--- src/rtl/fabric_cfg_pkg.sv ---
`default_nettype none
// ============================================================================
//  Module      : fabric_cfg_pkg
//  Description : Shared configuration-layout helpers and loader state codes
//                for io_block and its serial configuration loader.
//  Revision    : 1.0 - initial release
// ============================================================================
package fabric_cfg_pkg;

    // Loader state encoding
    localparam logic [1:0] c_st_idle  = 2'd0;
    localparam logic [1:0] c_st_load  = 2'd1;
    localparam logic [1:0] c_st_check = 2'd2;

    // Bits needed to select one of the external input pins
    function automatic int sel_per_in(input int extin);
        return $clog2(extin);
    endfunction

    // Bits needed to select one of the single+double tracks
    function automatic int sel_per_out(input int ws, input int wd);
        return $clog2(ws + wd);
    endfunction

    // Total configuration width: input selects for every track, then output selects
    function automatic int cfg_width(input int ws, input int wd, input int wg,
                                     input int extin, input int extout);
        return sel_per_in(extin) * (ws + wd + wg) + sel_per_out(ws, wd) * extout;
    endfunction

endpackage
`default_nettype wire

--- src/rtl/cfg_field_check.sv ---
`default_nettype none
// ============================================================================
//  Module      : cfg_field_check
//  Description : Range check over a packed bus of equal-width select fields.
//                ok is high when every field is strictly below LIMIT.
//  Revision    : 1.0 - initial release
// ============================================================================
module cfg_field_check #(
    parameter int          N_FIELDS = 1,
    parameter int          FIELD_W  = 1,
    parameter int unsigned LIMIT    = 1
) (
    input  logic [N_FIELDS*FIELD_W-1:0] fields,
    output logic                        ok
);

    logic [N_FIELDS-1:0] w_field_ok;

    // Compare each field at 32 bits so a LIMIT equal to 2**FIELD_W cannot overflow
    for (genvar gi = 0; gi < N_FIELDS; gi++) begin : g_field
        logic [FIELD_W-1:0] w_val;
        assign w_val          = fields[gi*FIELD_W +: FIELD_W];
        assign w_field_ok[gi] = (32'(w_val) < LIMIT);
    end

    assign ok = &w_field_ok;

endmodule
`default_nettype wire

--- src/rtl/io_config_loader.sv ---
`default_nettype none
// ============================================================================
//  Module      : io_config_loader
//  Description : Serial LSB-first configuration loader for io_block. Bits are
//                collected into a shadow register, every select field is
//                range-checked, and a legal frame is committed atomically to c.
//  Revision    : 1.0 - initial release
// ============================================================================
module io_config_loader
    import fabric_cfg_pkg::*;
#(
    parameter  int WS          = 7,
    parameter  int WD          = 6,
    parameter  int WG          = 3,
    parameter  int EXTIN       = 5,
    parameter  int EXTOUT      = 2,
    localparam int SEL_PER_IN  = sel_per_in(EXTIN),
    localparam int SEL_PER_OUT = sel_per_out(WS, WD),
    localparam int CW          = cfg_width(WS, WD, WG, EXTIN, EXTOUT)
) (
    input  logic          clk,
    input  logic          rst,
    input  logic          cfg_start,
    input  logic          cfg_in,
    input  logic          cfg_valid,
    output logic          cfg_ready,
    output logic [CW-1:0] c,
    output logic          cfg_done,
    output logic          cfg_err,
    output logic          cfg_busy
);

    localparam int N_IN_FIELDS = WS + WD + WG;
    localparam int IN_REGION_W = SEL_PER_IN * N_IN_FIELDS;
    localparam int CNT_W       = $clog2(CW + 1);
    localparam int IDX_W       = $clog2(CW);

    logic [1:0]      r_state;
    logic [CNT_W-1:0] r_cnt;
    logic [CW-1:0]   r_shadow;
    logic [CW-1:0]   r_c;
    logic            r_ready;
    logic            r_done;
    logic            r_err;
    logic            r_busy;

    logic            w_accept;
    logic [IDX_W-1:0] w_idx;
    logic            w_in_ok;
    logic            w_out_ok;

    // A restart request wins over a bit offered in the same cycle
    assign w_accept = r_ready & cfg_valid & ~cfg_start;
    // The counter never reaches CW while accepting, so the low bits index the shadow
    assign w_idx    = r_cnt[IDX_W-1:0];

    cfg_field_check #(
        .N_FIELDS (N_IN_FIELDS),
        .FIELD_W  (SEL_PER_IN),
        .LIMIT    (EXTIN)
    ) u_in_check (
        .fields   (r_shadow[IN_REGION_W-1:0]),
        .ok       (w_in_ok)
    );

    cfg_field_check #(
        .N_FIELDS (EXTOUT),
        .FIELD_W  (SEL_PER_OUT),
        .LIMIT    (WS + WD)
    ) u_out_check (
        .fields   (r_shadow[CW-1:IN_REGION_W]),
        .ok       (w_out_ok)
    );

    // Shadow register captures accepted bits; no reset, the counter and state gate its use
    always_ff @(posedge clk) begin
        if (w_accept) begin
            r_shadow[w_idx] <= cfg_in;
        end
    end

    // Loader FSM with counter, commit register and registered handshake/status outputs
    always_ff @(posedge clk) begin
        if (rst) begin
            r_state <= c_st_idle;
            r_cnt   <= '0;
            r_c     <= '0;
            r_ready <= 1'b0;
            r_done  <= 1'b0;
            r_err   <= 1'b0;
            r_busy  <= 1'b0;
        end else begin
            r_done <= 1'b0;
            r_err  <= 1'b0;
            case (r_state)
                c_st_idle: begin
                    if (cfg_start) begin
                        r_state <= c_st_load;
                        r_cnt   <= '0;
                        r_ready <= 1'b1;
                        r_busy  <= 1'b1;
                    end
                end
                c_st_load: begin
                    if (cfg_start) begin
                        r_cnt <= '0;
                    end else if (w_accept) begin
                        r_cnt <= r_cnt + CNT_W'(1);
                        if (r_cnt == CNT_W'(CW - 1)) begin
                            r_state <= c_st_check;
                            r_ready <= 1'b0;
                        end
                    end
                end
                c_st_check: begin
                    if (w_in_ok && w_out_ok) begin
                        r_c    <= r_shadow;
                        r_done <= 1'b1;
                    end else begin
                        r_err  <= 1'b1;
                    end
                    r_state <= c_st_idle;
                    r_busy  <= 1'b0;
                end
                default: begin
                    r_state <= c_st_idle;
                    r_ready <= 1'b0;
                    r_busy  <= 1'b0;
                end
            endcase
        end
    end

    assign cfg_ready = r_ready;
    assign c         = r_c;
    assign cfg_done  = r_done;
    assign cfg_err   = r_err;
    assign cfg_busy  = r_busy;

endmodule
`default_nettype wire

--- config.mk ---
export PLATFORM = sky130hd
export DESIGN_NAME = io_config_loader
export DESIGN_NICKNAME = d
export VERILOG_FILES = /design/src/rtl/fabric_cfg_pkg.sv /design/src/rtl/cfg_field_check.sv /design/src/rtl/io_config_loader.sv
export SDC_FILE = /design/constraint.sdc
export NUM_CORES = 1
export LEC_CHECK = 0
export CAP_MARGIN = 0
export CORE_MARGIN = 4
export CORE_UTILIZATION = 62
export CTS_BUF_LIST = sky130_fd_sc_hd__clkbuf_8
export DETAILED_ROUTE_END_ITERATION = 7
export PLACE_DENSITY = 0.88
export SLEW_MARGIN = 20
export SYNTH_ARGS = -nofsm -noshare
export SYNTH_HDL_FRONTEND = slang
export SYNTH_SLANG_ARGS = --single-unit
--- constraint.sdc ---
create_clock -name clk -period 4.45 [get_ports clk]
set_input_delay 0.445 -clock clk [delete_from_list [all_inputs] [get_ports clk]]
set_output_delay 0.445 -clock clk [all_outputs]
set_load 0.01 [all_outputs]
# == Yosys cells after proc, flatten, opt, wreduce, memory -nomap -nowiden ==
# Index checks and enable logic that the tools add are counted.
# totals
wordCells,74
reg_bits,124
input_bits,5
# classes
bitwise,5
magnitude_cmp,20
n_reduce_logical,12
muxes,20
eq_ne,8
add_sub_neg,1
# ops
operator,n
$bwmux 56,1
$lt 3x3->1 const B,16
$mux 6,3
$reduce_and 16->1,1
$pmux 6 s2,1
$lt 4x4->1 const B,2
$mux 2,4
$ne 2x2->1 const B,4
$lt 6x7->1 const B,1
$mux 1,7
$add 6x1->6 const B,1
$demux 1 s6,1
$eq 6x6->1 const B,1
$ge 6x1->1 const B,1
$reduce_and 2->1,3
$reduce_and 5->1,1
$pmux 2 s2,1
$reduce_and 4->1,1
$ne 3x3->1 const B,1
$not 1->1,3
$pmux 1 s3,1
$reduce_and 3->1,1
$and 1x1->1,2
$eq 2x1->1 const B,1
6 further kinds,7

# == Longest topological paths before layout ==
# logic_depth
depth_word,5
depth_mapped,7
depth_no_buf,5

# == Modules after synthesis ==
# From an unflattened synthesis, not the netlist that was laid out.
# unflattened
hier_cells,464
hier_area_um2,4620.7
# modules_own_cells
mod,area_per_inst_um2,cells_each,instances
io_config_loader,4478.0,440,1
cfg_field_check at u_in_check,121.4,21,1
cfg_field_check at u_out_check,21.3,3,1

# == Worst setup path before layout ==
# OpenSTA, ideal clock, no wires.
# synth_timing
path_kind,input to register
start,input port cfg_start
end,register r_cnt[4]
t_arrival_ps,1543
path_stages,6
setup_slack_ps,2820
n_path_buf,1
path_cell_list,buf_2 or4b_1 nor2_1 and2_1 o21ai_1 o31ai_1
# synth_via
elab_chain_len,4
elab_cells_between_ends,7
classes_between,eq/ne: 2; mux: 2; bitwise: 2; reduce/logical: 1
# synth_rtl
item,line_no,rtl
"start, declared",io_config_loader.sv:23,"input logic cfg_start,"
$not 1->1,io_config_loader.sv:53,assign w_accept = r_ready & cfg_valid & ~cfg_start;
$and 1x1->1,io_config_loader.sv:53,
$ne 3x3->1 (no line),-,
$reduce_and 3->1 (no line),-,
"end signal, assigned",io_config_loader.sv:108,r_cnt <= r_cnt + CNT_W'(1);
"end, declared",io_config_loader.sv:39,logic [CNT_W-1:0] r_cnt;
# Parallel ways exist; a longest one is shown, timed or not.
# A chain may end at the register's enable or synchronous reset.

# == Worst setup path in the final report ==
# layout_timing
start,input port cfg_start
end,"register r_shadow[31], enable pin"
# layout_via
elab_chain_len,2
# layout_rtl
item,line_no,rtl
$not 1->1,io_config_loader.sv:53,
$and 1x1->1,io_config_loader.sv:53,
"end signal, assigned by index",io_config_loader.sv:78,r_shadow[w_idx] <= cfg_in;
"end, declared",io_config_loader.sv:40,logic [CW-1:0] r_shadow;
# No other way between the ends.

==> impl_summary.log <==
INFO  metric timing_worst_slew_pin_value = 872.1 ps
INFO  metric routability_congestion_estimate_from_global_placement = 0.8707
INFO  metric finClkSkew = 7.830 ps
INFO  metric setup_viol = 0
INFO  metric number_of_distinct_library_cells_after_synthesis = 32
INFO  metric place_area = 0.005798 mm^2
INFO  metric power.static_leakage = 2.438 nW
INFO  metric fin_cells = 643
INFO  metric antenna_cells = 0
INFO  metric fp_rows = 32
INFO  metric status = complete, no violations
INFO  metric postRouteAntennaNets = 0
INFO  metric layout-drive-gt1-share = 6.470%
INFO  metric synth_top_family_by_area = simple AND/OR/NAND/NOR gates
INFO  metric clk_path_buf_depth = 2
INFO  metric stdcell_area = 0.006238 mm^2
INFO  metric dp.final_hpwl = 7.041 mm
INFO  metric hold_viol = 0
INFO  metric cp.arrival = 2250 ps
INFO  metric synth_fp_nets = 474
INFO  metric finalNetCount = 534
INFO  metric worstPathRequired = 4590 ps
INFO  metric critPathCaptureType = register
INFO  metric post_synth_and_or_nand_nor_area_fraction = 23.39%
INFO  metric cap_violations = 0
INFO  metric routed_via_density = 5.596
INFO  metric grt_pass1_vias = 3610
INFO  metric setup_total_negative_slack = 0 ps
INFO  metric synth-seq-cells = 124
INFO  metric critical_path_peak_fanout = 9
INFO  metric fin_total_pwr = 2.347 mW
INFO  metric synth-xor-area-share = 0%
INFO  metric routedWlPerCell = 17.53 um
INFO  metric numPortBuffers = 64
INFO  metric postSynthCellCount = 468
INFO  metric cts.repair_timing.setup_buffer_count = 0
INFO  metric holdCritStartpoint = c[15]
INFO  metric cts_repair_resize_count = 0
INFO  metric clock_sinks = 124
INFO  metric routed-via-count = 3598
INFO  metric place.detailed.instances = 611
INFO  metric r2r_slack = 2390 ps
INFO  metric min_to = c[15]
INFO  metric clock_network_latency_to_the_later_pin_of_the_worst_skew_pair = 440 ps
INFO  metric synth_warnings = 0
INFO  metric syn_area = 0.005151 mm^2
INFO  metric final-max-slew-violation-count = 0
INFO  metric timing.rr.end = c[23]
INFO  metric floorplan.initialDensity = 65.31%
INFO  metric boundaryPins = 65
INFO  metric first_pass_grt_wire_length = 18.16 mm
INFO  metric hold_class = reg2reg
INFO  metric globalRouteTotalUtil = 23.84%
INFO  metric vdd_drop_max = 253.8 uV
INFO  metric cts_tree = done
INFO  metric cts_root_buffer = sky130_fd_sc_hd__clkbuf_8
INFO  metric cts_hold_buffers = 0
INFO  metric crit_path_start_kind = input port
INFO  metric cts.htree.levels = 4
INFO  metric maximum_number_of_pins_on_one_net_before_global_route_repair = 65
INFO  metric relSlewSlack = 41.86%
INFO  metric routed_wirelength = 11.27 mm
INFO  metric cts_buffers = 17
INFO  metric synthesis.area_per_instance = 11.01 um^2
INFO  metric p_per_area = 376.3 mW/mm^2
INFO  metric grt_total_ovfl = 0
INFO  metric initial_antenna_violation_count = 0
INFO  metric complex_gate_fraction_of_the_synthesized_area = 3.668%
INFO  metric die_span_y = 99.15 um
INFO  metric period_share = 47.28%
INFO  metric core_area = 0.007888 mm^2
INFO  metric signed_area_change_from_the_synthesized_netlist_to_the_final_layout = 21.11%
INFO  metric timing.hold.worst_path_depth = 2
INFO  metric crit_type = in2reg
INFO  metric ff2ff_path_depth = 6
INFO  metric layout_min_cycle_time = 2104 ps
INFO  metric drt_pass1_iterations = 5
INFO  metric die_outline_area = 0.009831 mm^2
INFO  metric drtIter0Drc = 287
INFO  metric synth_fa_ha_area_share = 0.2429%
INFO  metric remaining_drcs = 0
INFO  metric rr_startpoint = r_shadow[34]
INFO  metric max_freq = 475.3 MHz
INFO  metric synth_seq_area_share = 59.07%
INFO  metric clk_transition_reported_paths = 70 ps
INFO  metric synth.area.mux_share = 10.88%
INFO  metric die_w = 99.15 um
INFO  metric grt_setup_unrepaired = false
-- worst max-delay path by stage --
stage	from	to	slack (ps)	cells past startpoint
5_1_grt	r_shadow[34]	c[23]	2290	6
3_3_place_gp	cfg_valid	r_shadow[31]	2170	5
4_1_cts	r_shadow[34]	c[23]	2360	6
2_1_floorplan	cfg_start	r_cnt[4]	2820	6
3_5_place_dp	cfg_start	r_shadow[47]	2070	4
6_report	cfg_start	r_shadow[31]	2350	4
-- report_power, final --
part | leakage, nW | switching (mW) | internal, mW
clock | 0.223 | 0.440 | 0.656
sequential | 1.05 | 0.00310 | 1.19
combinational | 1.16 | 0.0308 | 0.0263
total | 2.44 | 0.474 | 1.87
-- stage by stage --
| step | setup slack, ps | hold WS [ps] | util [%] |
|---|---|---|---|
| 3_5_place_dp | 2065 | 467.9 | 73.51 |
| 4_1_cts | 2361 | 479.4 | 79.09 |
| 3_3_place_gp | 2167 | 460.8 | 73.51 |
| 6_report | 2346 | 475.3 | 79.09 |
| 5_1_grt | 2290 | 494.2 | 79.09 |
| 2_1_floorplan | 2820 | 483.3 | - |
-- Yosys cell counts, drive strengths merged --
| library cell | n | area (um^2) |
|---|---|---|
| o211ai | 2 | 15.01 |
| and3 | 2 | 12.51 |
| a31oi | 3 | 18.77 |
| clkbuf | 19 | 71.32 |
| nand2b | 113 | 706.9 |
| buf | 7 | 62.56 |
| or3b | 1 | 8.760 |
| ha | 1 | 12.51 |
| edfxtp | 56 | 1682 |
| dfxtp | 68 | 1361 |
| a21boi | 1 | 7.510 |
| nor3 | 6 | 35.03 |
| o21ai | 25 | 125.1 |
| nor2b | 2 | 12.51 |
| or3 | 1 | 6.260 |
| and2 | 2 | 12.51 |
| nand3b | 3 | 22.52 |
| nand4 | 5 | 31.28 |
| inv | 2 | 7.510 |
| or4b | 1 | 10.01 |
| a21oi | 3 | 15.01 |
| nand2 | 13 | 48.80 |
| nor4b | 1 | 8.760 |
| nor2 | 67 | 251.5 |
| o31ai | 1 | 7.510 |
| nor3b | 1 | 7.510 |
| nand3 | 6 | 30.03 |
| mux2i | 56 | 560.5 |
-- cells by family after synthesis --
group,after synthesis
AO/OA/AOI/OAI,35
adder cells (fa/ha/maj),1
buffers and inverters,28
flip-flops,124
multiplexers,56
AND/OR/NAND/NOR,224
-- routing by layer --
| layer | up-vias | global-route usage, % | part of all wire [%] |
|---|---|---|---|
| met5 | - | 0 | 0 |
| met4 | 0 | 10.82 | 2.1 |
| met2 | 147 | 40.55 | 51 |
| met1 | 1709 | 28.51 | 39 |
| met3 | 31 | 6.031 | 7.2 |
| li1 | 1711 | - | - |
-- cell usage in the layout (no fill, tap or decap), types with 2 or more instances in the layout --
cell                              synthesis  final
sky130_fd_sc_hd__nor3_1                   5      5
sky130_fd_sc_hd__a21oi_1                  3      3
sky130_fd_sc_hd__nor2_1                  67     67
sky130_fd_sc_hd__clkbuf_8                 0     17
sky130_fd_sc_hd__dfxtp_1                 68     68
sky130_fd_sc_hd__mux2i_1                 56     56
sky130_fd_sc_hd__nand3b_1                 3      3
sky130_fd_sc_hd__nand2b_1               113    113
sky130_fd_sc_hd__clkinvlp_4               0      3
sky130_fd_sc_hd__o21ai_0                 24     24
sky130_fd_sc_hd__edfxtp_1                56     56
sky130_fd_sc_hd__nand3_1                  6      6
sky130_fd_sc_hd__inv_1                    2      5
sky130_fd_sc_hd__and2_1                   2      2
sky130_fd_sc_hd__nand4_1                  5      5
sky130_fd_sc_hd__o211ai_1                 2      2
sky130_fd_sc_hd__nor2b_1                  2      2
sky130_fd_sc_hd__a31oi_1                  3      3
sky130_fd_sc_hd__buf_2                    2      2
sky130_fd_sc_hd__clkdlybuf4s50_1          0     62
sky130_fd_sc_hd__nand2_1                 13     13
sky130_fd_sc_hd__buf_4                    1      3
sky130_fd_sc_hd__bufinv_16                0      5
sky130_fd_sc_hd__clkinv_2                 0      2
sky130_fd_sc_hd__and3_1                   2      2
-- critical path, cell delays in order --
cell,delay (ps)
sky130_fd_sc_hd__clkdlybuf4s50_1,560
sky130_fd_sc_hd__nor3b_1,540
sky130_fd_sc_hd__nand3_1,440
sky130_fd_sc_hd__nor2_1,260
-- registers in the layout, summed over array words and instances, names as in the netlist --
signal / cells
cfg_done: 1
r_state: 2
cfg_ready: 1
cfg_busy: 1
c: 56
r_cnt: 6
r_shadow: 56
cfg_err: 1
-- final cells by class --
cell class | count | area (um^2)
clock buffers | 17 | 234.0
multi-input cells | 316 | 1967
well taps | 102 | 127.6
flip-flops and latches | 124 | 3043
repair buffers | 67 | 653.1
clock inverters | 15 | 206.4
inverters | 2 | 7.507
fillers | 506 | 1649
Power figures use the tool's default switching activity.
